$ cat src/rtl/rom_port_arbiter_if.sv
// rom_port_arbiter_if: request/grant/response bundle between the two ROM requesters, the arbiter and the ROM.
interface rom_port_arbiter_if #(
  parameter int TAM_POSICIONES = 1024,
  parameter int TAM_PALABRA    = 32
);
  localparam int AW = $clog2(TAM_POSICIONES);
  logic                   IF_REQ;
  logic [AW-1:0]          IF_ADDR;
  logic                   IF_GNT;
  logic                   IF_ACK;
  logic [TAM_PALABRA-1:0] IF_RDATA;
  logic                   DBG_REQ;
  logic [AW-1:0]          DBG_ADDR;
  logic                   DBG_GNT;
  logic                   DBG_ACK;
  logic [TAM_PALABRA-1:0] DBG_RDATA;
  logic [AW-1:0]          ROM_ADDR;
  logic                   ROM_READ_EN;
  logic [TAM_PALABRA-1:0] ROM_DATA;
  logic [15:0]            CONFLICT_CNT;
  modport master (
    output IF_REQ, IF_ADDR, DBG_REQ, DBG_ADDR, ROM_DATA,
    input  IF_GNT, IF_ACK, IF_RDATA, DBG_GNT, DBG_ACK, DBG_RDATA, ROM_ADDR, ROM_READ_EN, CONFLICT_CNT
  );
  modport slave (
    input  IF_REQ, IF_ADDR, DBG_REQ, DBG_ADDR, ROM_DATA,
    output IF_GNT, IF_ACK, IF_RDATA, DBG_GNT, DBG_ACK, DBG_RDATA, ROM_ADDR, ROM_READ_EN, CONFLICT_CNT
  );
endinterface

$ cat src/rtl/rom_port_arbiter.sv
// rom_port_arbiter: shares the asynchronous ROM read port between IF (fixed priority) and DBG (starvation-guarded).
module rom_port_arbiter #(
  parameter int TAM_POSICIONES = 1024,
  parameter int TAM_PALABRA    = 32,
  parameter int MAX_WAIT       = 4
) (
  input logic CLK,
  input logic RST,
  rom_port_arbiter_if.slave bus
);
  localparam int WW = $clog2(MAX_WAIT + 1);
  logic [WW-1:0] wait_cnt, wait_nxt;
  logic dbg_prio, if_gnt, dbg_gnt;
  always_ff @(posedge CLK or posedge RST)
    if (RST) wait_cnt <= '0;
    else wait_cnt <= wait_nxt;
  always_comb begin
    wait_nxt = '0;
    if (bus.DBG_REQ && !dbg_gnt) wait_nxt = dbg_prio ? wait_cnt : wait_cnt + WW'(1);
  end
  always_comb begin
    dbg_prio = wait_cnt == WW'(MAX_WAIT);
    dbg_gnt  = bus.DBG_REQ && (dbg_prio || !bus.IF_REQ);
    if_gnt   = bus.IF_REQ && !dbg_gnt;
  end
  assign bus.IF_GNT      = if_gnt;
  assign bus.DBG_GNT     = dbg_gnt;
  assign bus.ROM_READ_EN = if_gnt | dbg_gnt;
  assign bus.ROM_ADDR    = if_gnt ? bus.IF_ADDR : dbg_gnt ? bus.DBG_ADDR : '0;
  // the ROM answers in the grant cycle, so the word is captured on the consuming edge
  always_ff @(posedge CLK or posedge RST)
    if (RST) begin
      bus.IF_ACK       <= 1'b0;
      bus.DBG_ACK      <= 1'b0;
      bus.IF_RDATA     <= '0;
      bus.DBG_RDATA    <= '0;
      bus.CONFLICT_CNT <= '0;
    end else begin
      bus.IF_ACK  <= if_gnt;
      bus.DBG_ACK <= dbg_gnt;
      if (if_gnt) bus.IF_RDATA <= bus.ROM_DATA;
      if (dbg_gnt) bus.DBG_RDATA <= bus.ROM_DATA;
      if (bus.IF_REQ && bus.DBG_REQ && !(&bus.CONFLICT_CNT)) bus.CONFLICT_CNT <= bus.CONFLICT_CNT + 16'd1;
    end
endmodule

$ cat src/flat_wrapper.sv
// flat-port wrapper written by rule: the top's interface ports become plain ports
module rom_port_arbiter_flat 
#(
  parameter int TAM_POSICIONES = 1024,
  parameter int TAM_PALABRA    = 32,
  parameter int MAX_WAIT       = 4
)
  (CLK, RST, bus_IF_REQ, bus_IF_ADDR, bus_DBG_REQ, bus_DBG_ADDR, bus_ROM_DATA, bus_IF_GNT, bus_IF_ACK, bus_IF_RDATA, bus_DBG_GNT, bus_DBG_ACK, bus_DBG_RDATA, bus_ROM_ADDR, bus_ROM_READ_EN, bus_CONFLICT_CNT);
  rom_port_arbiter_if #(.TAM_POSICIONES(TAM_POSICIONES), .TAM_PALABRA(TAM_PALABRA)) bus_i ();
  input logic CLK;
  input logic RST;
  input wire logic [$bits(bus_i.IF_REQ)-1:0] bus_IF_REQ;
  input wire logic [$bits(bus_i.IF_ADDR)-1:0] bus_IF_ADDR;
  input wire logic [$bits(bus_i.DBG_REQ)-1:0] bus_DBG_REQ;
  input wire logic [$bits(bus_i.DBG_ADDR)-1:0] bus_DBG_ADDR;
  input wire logic [$bits(bus_i.ROM_DATA)-1:0] bus_ROM_DATA;
  output wire logic [$bits(bus_i.IF_GNT)-1:0] bus_IF_GNT;
  output wire logic [$bits(bus_i.IF_ACK)-1:0] bus_IF_ACK;
  output wire logic [$bits(bus_i.IF_RDATA)-1:0] bus_IF_RDATA;
  output wire logic [$bits(bus_i.DBG_GNT)-1:0] bus_DBG_GNT;
  output wire logic [$bits(bus_i.DBG_ACK)-1:0] bus_DBG_ACK;
  output wire logic [$bits(bus_i.DBG_RDATA)-1:0] bus_DBG_RDATA;
  output wire logic [$bits(bus_i.ROM_ADDR)-1:0] bus_ROM_ADDR;
  output wire logic [$bits(bus_i.ROM_READ_EN)-1:0] bus_ROM_READ_EN;
  output wire logic [$bits(bus_i.CONFLICT_CNT)-1:0] bus_CONFLICT_CNT;
  assign bus_i.IF_REQ = bus_IF_REQ;
  assign bus_i.IF_ADDR = bus_IF_ADDR;
  assign bus_i.DBG_REQ = bus_DBG_REQ;
  assign bus_i.DBG_ADDR = bus_DBG_ADDR;
  assign bus_i.ROM_DATA = bus_ROM_DATA;
  assign bus_IF_GNT = bus_i.IF_GNT;
  assign bus_IF_ACK = bus_i.IF_ACK;
  assign bus_IF_RDATA = bus_i.IF_RDATA;
  assign bus_DBG_GNT = bus_i.DBG_GNT;
  assign bus_DBG_ACK = bus_i.DBG_ACK;
  assign bus_DBG_RDATA = bus_i.DBG_RDATA;
  assign bus_ROM_ADDR = bus_i.ROM_ADDR;
  assign bus_ROM_READ_EN = bus_i.ROM_READ_EN;
  assign bus_CONFLICT_CNT = bus_i.CONFLICT_CNT;
  rom_port_arbiter #(.TAM_POSICIONES(TAM_POSICIONES), .TAM_PALABRA(TAM_PALABRA), .MAX_WAIT(MAX_WAIT)) u_core (.CLK(CLK), .RST(RST), .bus(bus_i));
endmodule
$ cat config.mk
export PLATFORM = sky130hd
export DESIGN_NAME = rom_port_arbiter_flat
export DESIGN_NICKNAME = d
export VERILOG_FILES = /design/src/rtl/rom_port_arbiter_if.sv /design/src/rtl/rom_port_arbiter.sv /design/src/flat_wrapper.sv
export SDC_FILE = /design/constraint.sdc
export NUM_CORES = 1
export LEC_CHECK = 0
export ABC_CLOCK_PERIOD_IN_PS = 3500
export BUFFER_PORTS_ARGS = -buffer_cell sky130_fd_sc_hd__buf_4
export CORE_UTILIZATION = 35
export DETAILED_ROUTE_END_ITERATION = 8
export PLACE_DENSITY = 0.74
export SYNTH_ARGS = -nofsm -noshare
export SYNTH_HDL_FRONTEND = slang
export SYNTH_SLANG_ARGS = --single-unit
$ cat constraint.sdc
create_clock -name CLK -period 3.5 [get_ports CLK]
set_input_delay 0.525 -clock CLK [delete_from_list [all_inputs] [get_ports CLK]]
set_output_delay 0.525 -clock CLK [all_outputs]
set_load 0.01 [all_outputs]
# Word-level counts from Yosys, hierarchy flattened
# Cells that the tools add are included.
# op_classes
addsub,2
n_mul,0
div,0
order_cmp,0
n_eq_ne,2
shifts,0
mux,4
bitwise,1
n_reduce_logical,10
# ops
op,count
$mux 10,2
$add 16x1->16 const B,1
$reduce_and 16->1,1
$mux 3,2
$logic_and 1x1->1,5
$add 3x1->3 const B,1
$eq 3x3->1 const B,1
$logic_not 1->1,3
$ne 2x2->1 const B,1
$logic_or 1x1->1,1
$or 1x1->1,1
# word_totals
regBits,85
latchBits,0
ram_bits,0
rom_bits,0
out_inout_bits,95
n_memories,0

# Logic depth before layout (Yosys ltp)
# Gate-level depths: netlist of run 1.
# logic_depth
depth_word,6
ltp_mapped,9

# Least setup slack after synthesis of run 1
# No wires, ideal clock.
# synth_timing
kind,flip-flop to output port
start,register u_core.wait_cnt[0]
end,output bus_ROM_ADDR[0]
arrival_time_ps,1522
required_ps,2975
path_slack_ps,1453
stages_incl_launch_ff,10
n_path_buf,2
cell_sequence,dfrtp_1 -> inv_1 -> ha_1 -> nand2_1 -> a21bo_2 -> buf_2 -> clkinv_1 -> clkbuf_1 -> nand2_1 -> nand2_1
# synth_between
elab_chain_cells,6
elab_cells_between_ends,7
# synth_lines
element,line,source
start: declaration,rom_port_arbiter.sv:12,"logic [WW-1:0] wait_cnt, wait_nxt;"
start signal: assignment,rom_port_arbiter.sv:16,else wait_cnt <= wait_nxt;
$eq 3x3->1 *,rom_port_arbiter.sv:22,dbg_prio = wait_cnt == WW'(MAX_WAIT);
$logic_or 1x1->1 *,rom_port_arbiter.sv:23,dbg_gnt = bus.DBG_REQ && (dbg_prio || !bus.IF_REQ);
$logic_and 1x1->1 *,rom_port_arbiter.sv:23,
$logic_not 1->1,rom_port_arbiter.sv:24,if_gnt = bus.IF_REQ && !dbg_gnt;
$logic_and 1x1->1,rom_port_arbiter.sv:24,
$mux 10 *,rom_port_arbiter.sv:29,assign bus.ROM_ADDR = if_gnt ? bus.IF_ADDR : dbg_gnt ? bus.DBG_ADDR : '0;
end: declaration,flat_wrapper.sv:23,output wire logic [$bits(bus_i.ROM_ADDR)-1:0] bus_ROM_ADDR;
# Every way passes the cells marked *; elsewhere a longest branch is shown, timed or not.

# Final worst setup path of run 1
# Ends and elaborated chain as after synthesis.

==> results of run 1 <==
-- flip-flops by register name (all words and copies together), names as in the netlist --
register                 count
u_core.bus.IF_ACK            1
u_core.bus.DBG_ACK           1
u_core.bus.IF_RDATA         32
u_core.bus.DBG_RDATA        32
u_core.bus.CONFLICT_CNT     16
u_core.wait_cnt              3
-- per-stage QoR --
step	power (mW)	area, sq um
2_1_floorplan	1.49	3560
3_3_place_gp	1.81	4830
3_5_place_dp	1.83	4830
4_1_cts	2.56	5040
5_1_grt	2.67	5040
6_report	2.53	5040
-- power groups by stage --
| stage | logic [mW] | clock network, mW | registers (mW) |
|---|---|---|---|
| global placement | 0.580 | 0 | 1.23 |
| CTS | 0.592 | 0.753 | 1.22 |
| detailed placement | 0.590 | 0 | 1.24 |
| global route | 0.640 | 0.795 | 1.24 |
| finish | 0.582 | 0.732 | 1.22 |
| floorplan | 0.208 | 0 | 1.28 |
-- metal layers --
| layer | up-vias | routed length (microns) | share of wire | track usage |
|---|---|---|---|---|
| met5 | - | 0 | 0 | 0 |
| met4 | 0 | 116 | 0.014 | 0.0618 |
| met3 | 10 | 428 | 0.050 | 0.0420 |
| met2 | 74 | 4180 | 0.49 | 0.261 |
| met1 | 1377 | 3780 | 0.44 | 0.217 |
| li1 | 1376 | - | - | - |
-- layout by cell type, fill, tap and decap left out, drive strengths merged --
cell	count
mux2i	2
nor4	4
o21a	1
mux2	33
buf	155
o311ai	1
ha	3
inv	4
nand2	123
nand4	6
a21bo	1
nor2	8
nor3b	1
and2	2
nor4b	1
clkbuf	11
bufinv	2
or3	1
nand3b	1
xor2	10
or2	1
nand3	13
and3	5
dfrtp	85
xnor2	3
nor3	3
and3b	1
clkinv	5
-- cell type report --
cell class	count	area, sq um
Fill cell	903	4780
Inverter	6	23.8
Tap cell	133	166
Clock buffer	11	131
Multi-Input combinational cell	224	1350
Sequential cell	85	2130
Timing Repair Buffer	155	1160
Clock inverter	5	75.1
-- path summary, 6_finish.rpt --
check / startpoint / endpoint / slack, ps / depth (start not counted)
worst max-delay path: u_core.wait_cnt[0] / bus_ROM_ADDR[0] / 770 / 9
worst min-delay path: RST / u_core.bus.IF_RDATA[11] / 280 / 2
worst max register to register: u_core.wait_cnt[0] / u_core.bus.IF_RDATA[27] / 1210 / 7
worst min register to register: u_core.bus.DBG_RDATA[28] / u_core.bus.DBG_RDATA[28] / 480 / 2
max in group asynchronous: RST / u_core.bus.IF_RDATA[29] / 2430 / 3
min in group CLK: bus_ROM_DATA[11] / u_core.bus.DBG_RDATA[11] / 380 / 3
-- kinds of logic (layout without fill, tap and decap cells) --
group,count (synthesis),count (layout),synth area share
buffers and inverters,19,177,0.0239
AO/OA/AOI/OAI,3,3,0.00949
adder cells (fa/ha/maj),3,3,0.0105
XOR/XNOR,13,13,0.0320
flip-flops,85,85,0.597
AND/OR/NAND/NOR,170,170,0.216
multiplexers,35,35,0.111
-- worst max-delay path: cells and delay by family, from the launching register on --
| kind | cells | cell delay, ps |
|---|---|---|
| buffers and inverters | 4 | 650 |
| DFF | 1 | 390 |
| AOI/OAI and AO/OA | 1 | 320 |
| and+or+nand+nor | 3 | 300 |
| adders and majority gates | 1 | 170 |
==> results.py, run 1 <==
metrics = {
    "outcome": {
        "status": "complete, no violations",
    },
    "finish": {
        "final_cells": 619,
        "area_growth_pct": 41.4,
        "nNetsFinal": 540,
        "post-route-util": 0.513,
        "drive_above_1_share": 0.434,
        "n_antenna_cell": 0,
    },
    "synth": {
        "synth_area_sq_mm": 0.00356,
        "synth-seq-area-share": 0.597,
        "synthesis.nets": 387,
        "yosys.area.top_type": "dfrtp_1",
        "synth.most_common_cell": "nand2_1",
        "synth_cell_types": 34,
        "yosysWarningCount": 0,
        "synthTopCellsByCount": "123 x nand2_1, 85 x dfrtp_1, 32 x mux2_2",
        "synth_edf_count": 0,
        "synth-async-reset-ratio": 1.00,
        "ys_ff_latch": 85,
        "synthFlopType": "dfrtp_1",
        "synth_top_area_frac": 0.597,
        "synth_top_cells_by_area": "dfrtp_1 60%, nand2_1 13%, mux2_2 10%",
        "postSynthAreaPerCell_sq_um": 10.9,
        "synthCells": 328,
    },
    "placed_design": {
        "placed_cells": 603,
        "gp_congestion": 0.752,
        "dp_hpwl_microns": 6210,
        "place_ws_ps": 1140,
        "numPortBuffers": 150,
    },
    "setup_path": {
        "crit_fanout": 44,
        "cp_slowest_cell": "dfrtp_1",
        "crit_chain": "inv_1 -> ha_1 -> nand2_1 -> a21bo_2 -> clkinv_1 -> buf_4 -> nand2_1 -> nand2_1 -> buf_4",
        "slowest_delay_ps": 390,
        "path_class": "flip-flop to output port",
        "start_kind": "flip-flop",
        "worstPathRequired_ps": 2970,
        "critPathMostFrequentCell": "nand2_1",
        "critical_path_arrival_ps": 2210,
        "crit_path_end_kind": "output port",
    },
    "drt": {
        "route.detailed.drc": 0,
        "vias_per_cell": 4.58,
        "first_pass_iters": 4,
        "wirelength_microns": 8500,
        "wl_per_cell_microns": 13.7,
        "vias": 2837,
        "final_antenna_net_count": 0,
        "drt_iter0_markers": 84,
    },
    "clock_network": {
        "cts_made_buffers": 9,
        "cts-root-buf": "clkbuf_8",
        "cts-resized-gates": 0,
        "clk_pin_slew_ps": 80,
        "clk_latency_ps": 340,
        "hold_buffers": 0,
        "clock_tree.buffer_depth": 2,
        "cts_tree": "done",
        "cts_max_level": 3,
        "cts_setup_buffers": 0,
        "cts_sinks": 85,
    },
    "hold_path": {
        "min_path_type": "input port to asynchronous set/reset pin",
    },
    "sta": {
        "post-route-period-util": 0.781,
        "hold_viol_final": 0,
        "setup_viol": 0,
        "setup_slack_ps": 766,
        "whs_ps": 281,
        "tightest_slew_ps": 726,
        "max_slew_margin": 0.515,
        "fmax_mhz": 366,
        "rsz0062_at_grt": "false",
        "tns_ps": 0,
        "maxSlewViolCount": 0,
        "period_needed_ps": 2730,
        "fin_skew_ps": 6.69,
    },
    "floorplanning": {
        "dieHeight_microns": 103,
        "io_pins": 151,
        "initial_core_util": 0.363,
        "dieArea_sq_mm": 0.0106,
        "rows": 36,
        "core_sq_mm": 0.00982,
        "die_width_microns": 103,
    },
    "pwr": {
        "leakage_nw": 2.66,
        "sequentialPowerShare": 0.481,
        "power_density_mw_per_mm2": 503,
        "p_clk_frac": 0.289,
        "p_sw_uw": 699,
        "ir_drop_mv": 0.242,
        "intPower_mw": 1.83,
        "switching_share": 0.276,
        "pwr-share-comb": 0.230,
    },
    "grt": {
        "gr-usage-all-layers": 0.164,
        "grt-ovfl-total": 0,
        "grt_max_degree": 45,
        "grt_pass1_vias": 2691,
        "grt_antenna_before_repair": 0,
        "grt_pass1_wl_microns": 13200,
    },
    "flow_run": {
        "max-cap-violations": 0,
    },
}
(Power assumes the default switching activity.)
==> run 2, diff against run 1 <==
--- a/config.mk
+++ b/config.mk
@@ -5,11 +5,12 @@
 export SDC_FILE = /design/constraint.sdc
 export NUM_CORES = 1
 export LEC_CHECK = 0
-export ABC_CLOCK_PERIOD_IN_PS = 3500
+export ABC_AREA = 1
+export ABC_CLOCK_PERIOD_IN_PS = 2790
 export BUFFER_PORTS_ARGS = -buffer_cell sky130_fd_sc_hd__buf_4
 export CORE_UTILIZATION = 35
 export DETAILED_ROUTE_END_ITERATION = 8
-export PLACE_DENSITY = 0.74
+export PLACE_DENSITY = 0.73
 export SYNTH_ARGS = -nofsm -noshare
 export SYNTH_HDL_FRONTEND = slang
 export SYNTH_SLANG_ARGS = --single-unit
==> constraint.sdc (replaced) <==
create_clock -name CLK -period 2.79 [get_ports CLK]
set_input_delay 0.4185 -clock CLK [delete_from_list [all_inputs] [get_ports CLK]]
set_output_delay 0.4185 -clock CLK [all_outputs]
set_load 0.01 [all_outputs]
==> results.py, run 2 <==
metrics = {
    "sta": {
        "tightest_slew_ps": 601,
        "fmax_mhz": 407,
        "period_needed_ps": 2460,
        "setup_viol": 0,
        "hold_viol_final": 0,
        "rsz0062_at_grt": "false",
        "maxSlewViolCount": 0,
        "fin_skew_ps": 16.7,
        "max_slew_margin": 0.599,
        "setup_slack_ps": 334,
        "tns_ps": 0,
        "post-route-period-util": 0.880,
    },
    "synth": {
        "synth_area_sq_mm": 0.00372,
        "synthFlopType": "dfrtp_1",
        "synth_top_area_frac": 0.572,
        "synthesis.nets": 478,
        "synth-seq-area-share": 0.572,
        "synth.most_common_cell": "nand2_1",
        "synth-async-reset-ratio": 1.00,
        "synth_cell_types": 27,
        "ys_ff_latch": 85,
        "yosys.area.top_type": "dfrtp_1",
        "synth_edf_count": 0,
        "synthCells": 419,
        "yosysWarningCount": 0,
        "synth_top_cells_by_area": "dfrtp_1 57%, nand2_1 13%, o21ai_0 8.7%",
        "postSynthAreaPerCell_sq_um": 8.88,
        "synthTopCellsByCount": "132 x nand2_1, 85 x dfrtp_1, 65 x o21ai_0",
    },
    "finish": {
        "mostFrequentLayoutCell": "buf_4",
        "nNetsFinal": 624,
        "drive_above_1_share": 0.328,
        "n_antenna_cell": 0,
        "fillCellCount": 965,
        "area_growth_pct": 38.4,
        "largestRegisters": "u_core.bus.DBG_RDATA (32), u_core.bus.IF_RDATA (32), u_core.bus.CONFLICT_CNT (16)",
        "final_cells": 706,
        "finalInstanceArea_sq_mm": 0.00515,
        "layout_common_cells": "152 x buf_4, 130 x nand2_1, 85 x dfrtp_1",
    },
    "setup_path": {
        "crit_path_end_kind": "output port",
        "worstPathRequired_ps": 2370,
        "r2r_end": "u_core.bus.IF_RDATA[5]",
        "path_class": "flip-flop to output port",
        "crit_fanout": 13,
        "regToRegSetupSlack_ps": 910,
        "critical_path_arrival_ps": 2040,
        "r2r-start": "u_core.wait_cnt[0]",
        "rr_worst_depth": 8,
        "start_kind": "flip-flop",
    },
    "clock_network": {
        "cts-resized-gates": 0,
        "cts-root-buf": "clkbuf_8",
        "cts_sinks": 85,
        "cts_made_buffers": 9,
        "hold_buffers": 0,
        "clk_latency_ps": 350,
        "cts_max_level": 3,
        "cts_setup_buffers": 0,
        "clock_tree.buffer_depth": 2,
        "clk_pin_slew_ps": 90,
        "cts_tree": "done",
    },
    "drt": {
        "vias_per_cell": 4.60,
        "route.detailed.drc": 0,
        "first_pass_iters": 4,
        "wirelength_microns": 9170,
        "final_antenna_net_count": 0,
        "drt_iter0_markers": 171,
        "wl_per_cell_microns": 13.0,
        "vias": 3248,
    },
    "placed_design": {
        "gp_congestion": 0.726,
        "dp_hpwl_microns": 6680,
        "placed_cells": 690,
        "postPlaceCellArea_sq_mm": 0.00496,
        "place_ws_ps": 689,
        "numPortBuffers": 150,
    },
    "floorplanning": {
        "dieArea_sq_mm": 0.0110,
        "initial_core_util": 0.360,
        "rows": 37,
        "core_sq_mm": 0.0103,
        "io_pins": 151,
        "dieHeight_microns": 105,
        "die_width_microns": 105,
    },
    "pwr": {
        "ir_drop_mv": 0.305,
        "totalPowerFinal_mw": 3.03,
        "leakage_nw": 2.72,
        "power_density_mw_per_mm2": 588,
    },
    "outcome": {
        "status": "complete, no violations",
    },
    "flow_run": {
        "max-cap-violations": 0,
    },
    "grt": {
        "grt_pass1_vias": 3194,
        "grt_antenna_before_repair": 0,
        "grt_max_degree": 86,
        "gr-usage-all-layers": 0.172,
        "grt_pass1_wl_microns": 15100,
        "grt-ovfl-total": 0,
    },
    "hold_path": {
        "min_path_type": "input port to asynchronous set/reset pin",
    },
}
==> run 2: cell families (layout without fill, tap and decap cells) <==
kind of cell / count (synthesis) / in the layout / share of synthesized area
XOR/XNOR: 8 / 8 / 0.0188
AND/OR/NAND/NOR: 173 / 173 / 0.200
adder cells (fa/ha/maj): 3 / 3 / 0.0101
buffers and inverters: 71 / 222 / 0.0801
AO/OA/AOI/OAI: 79 / 79 / 0.119
flip-flops: 85 / 85 / 0.572
==> run 2: through the flow <==
stage | utilization | hold slack (ps)
after floorplan | - | 436
after global placement | 0.480 | 449
after detailed placement | 0.480 | 474
after CTS | 0.499 | 173
after global routing | 0.499 | 184
final | 0.499 | 121
==> run 2: worst max path at each step <==
stage                            start                    endpoint  slack [ps]  depth (start not counted)
floorplan                          RST  u_core.bus.CONFLICT_CNT[0]         180                          1
global placement    u_core.wait_cnt[0]             bus_ROM_ADDR[0]         820                          8
global route        u_core.wait_cnt[0]             bus_ROM_ADDR[2]         130                          9
CTS                 u_core.wait_cnt[0]             bus_ROM_ADDR[2]         290                          9
finish              u_core.wait_cnt[0]             bus_ROM_ADDR[2]         330                          9
detailed placement  u_core.wait_cnt[0]             bus_ROM_ADDR[2]         690                          9
==> run 2: routing by layer <==
layer  track usage  share of wire  vias to the layer above
met5             0              0                        -
met4        0.0765          0.026                        0
met2         0.288           0.49                      110
met3        0.0505          0.072                       17
li1              -              -                     1610
met1         0.204           0.42                     1511
==> run 2: cell type report <==
type / instances / area, sq um / area share
Tap cell: 136 / 170 / 0.0330
Timing Repair Buffer: 153 / 1160 / 0.226
Sequential cell: 85 / 2130 / 0.413
Multi-Input combinational cell: 263 / 1300 / 0.252
Clock inverter: 6 / 52.6 / 0.0102
Clock buffer: 10 / 138 / 0.0267
Inverter: 53 / 200 / 0.0389
==> run 2: critical path, cell delays in order (launching register included) <==
cell and delay, ps:
dfrtp_1 380, inv_1 50, ha_1 190, nand2_1 80
nand2_1 100, nand2_2 220, nand2_2 80, inv_1 270
a22o_1 200, buf_4 120
==> run 2: power by group <==
part | internal [mW] | leakage [nW] | switching, mW
clock | 0.362 | 0.0914 | 0.470
combinational | 0.346 | 1.56 | 0.342
sequential | 1.38 | 1.06 | 0.129
total | 2.09 | 2.72 | 0.941
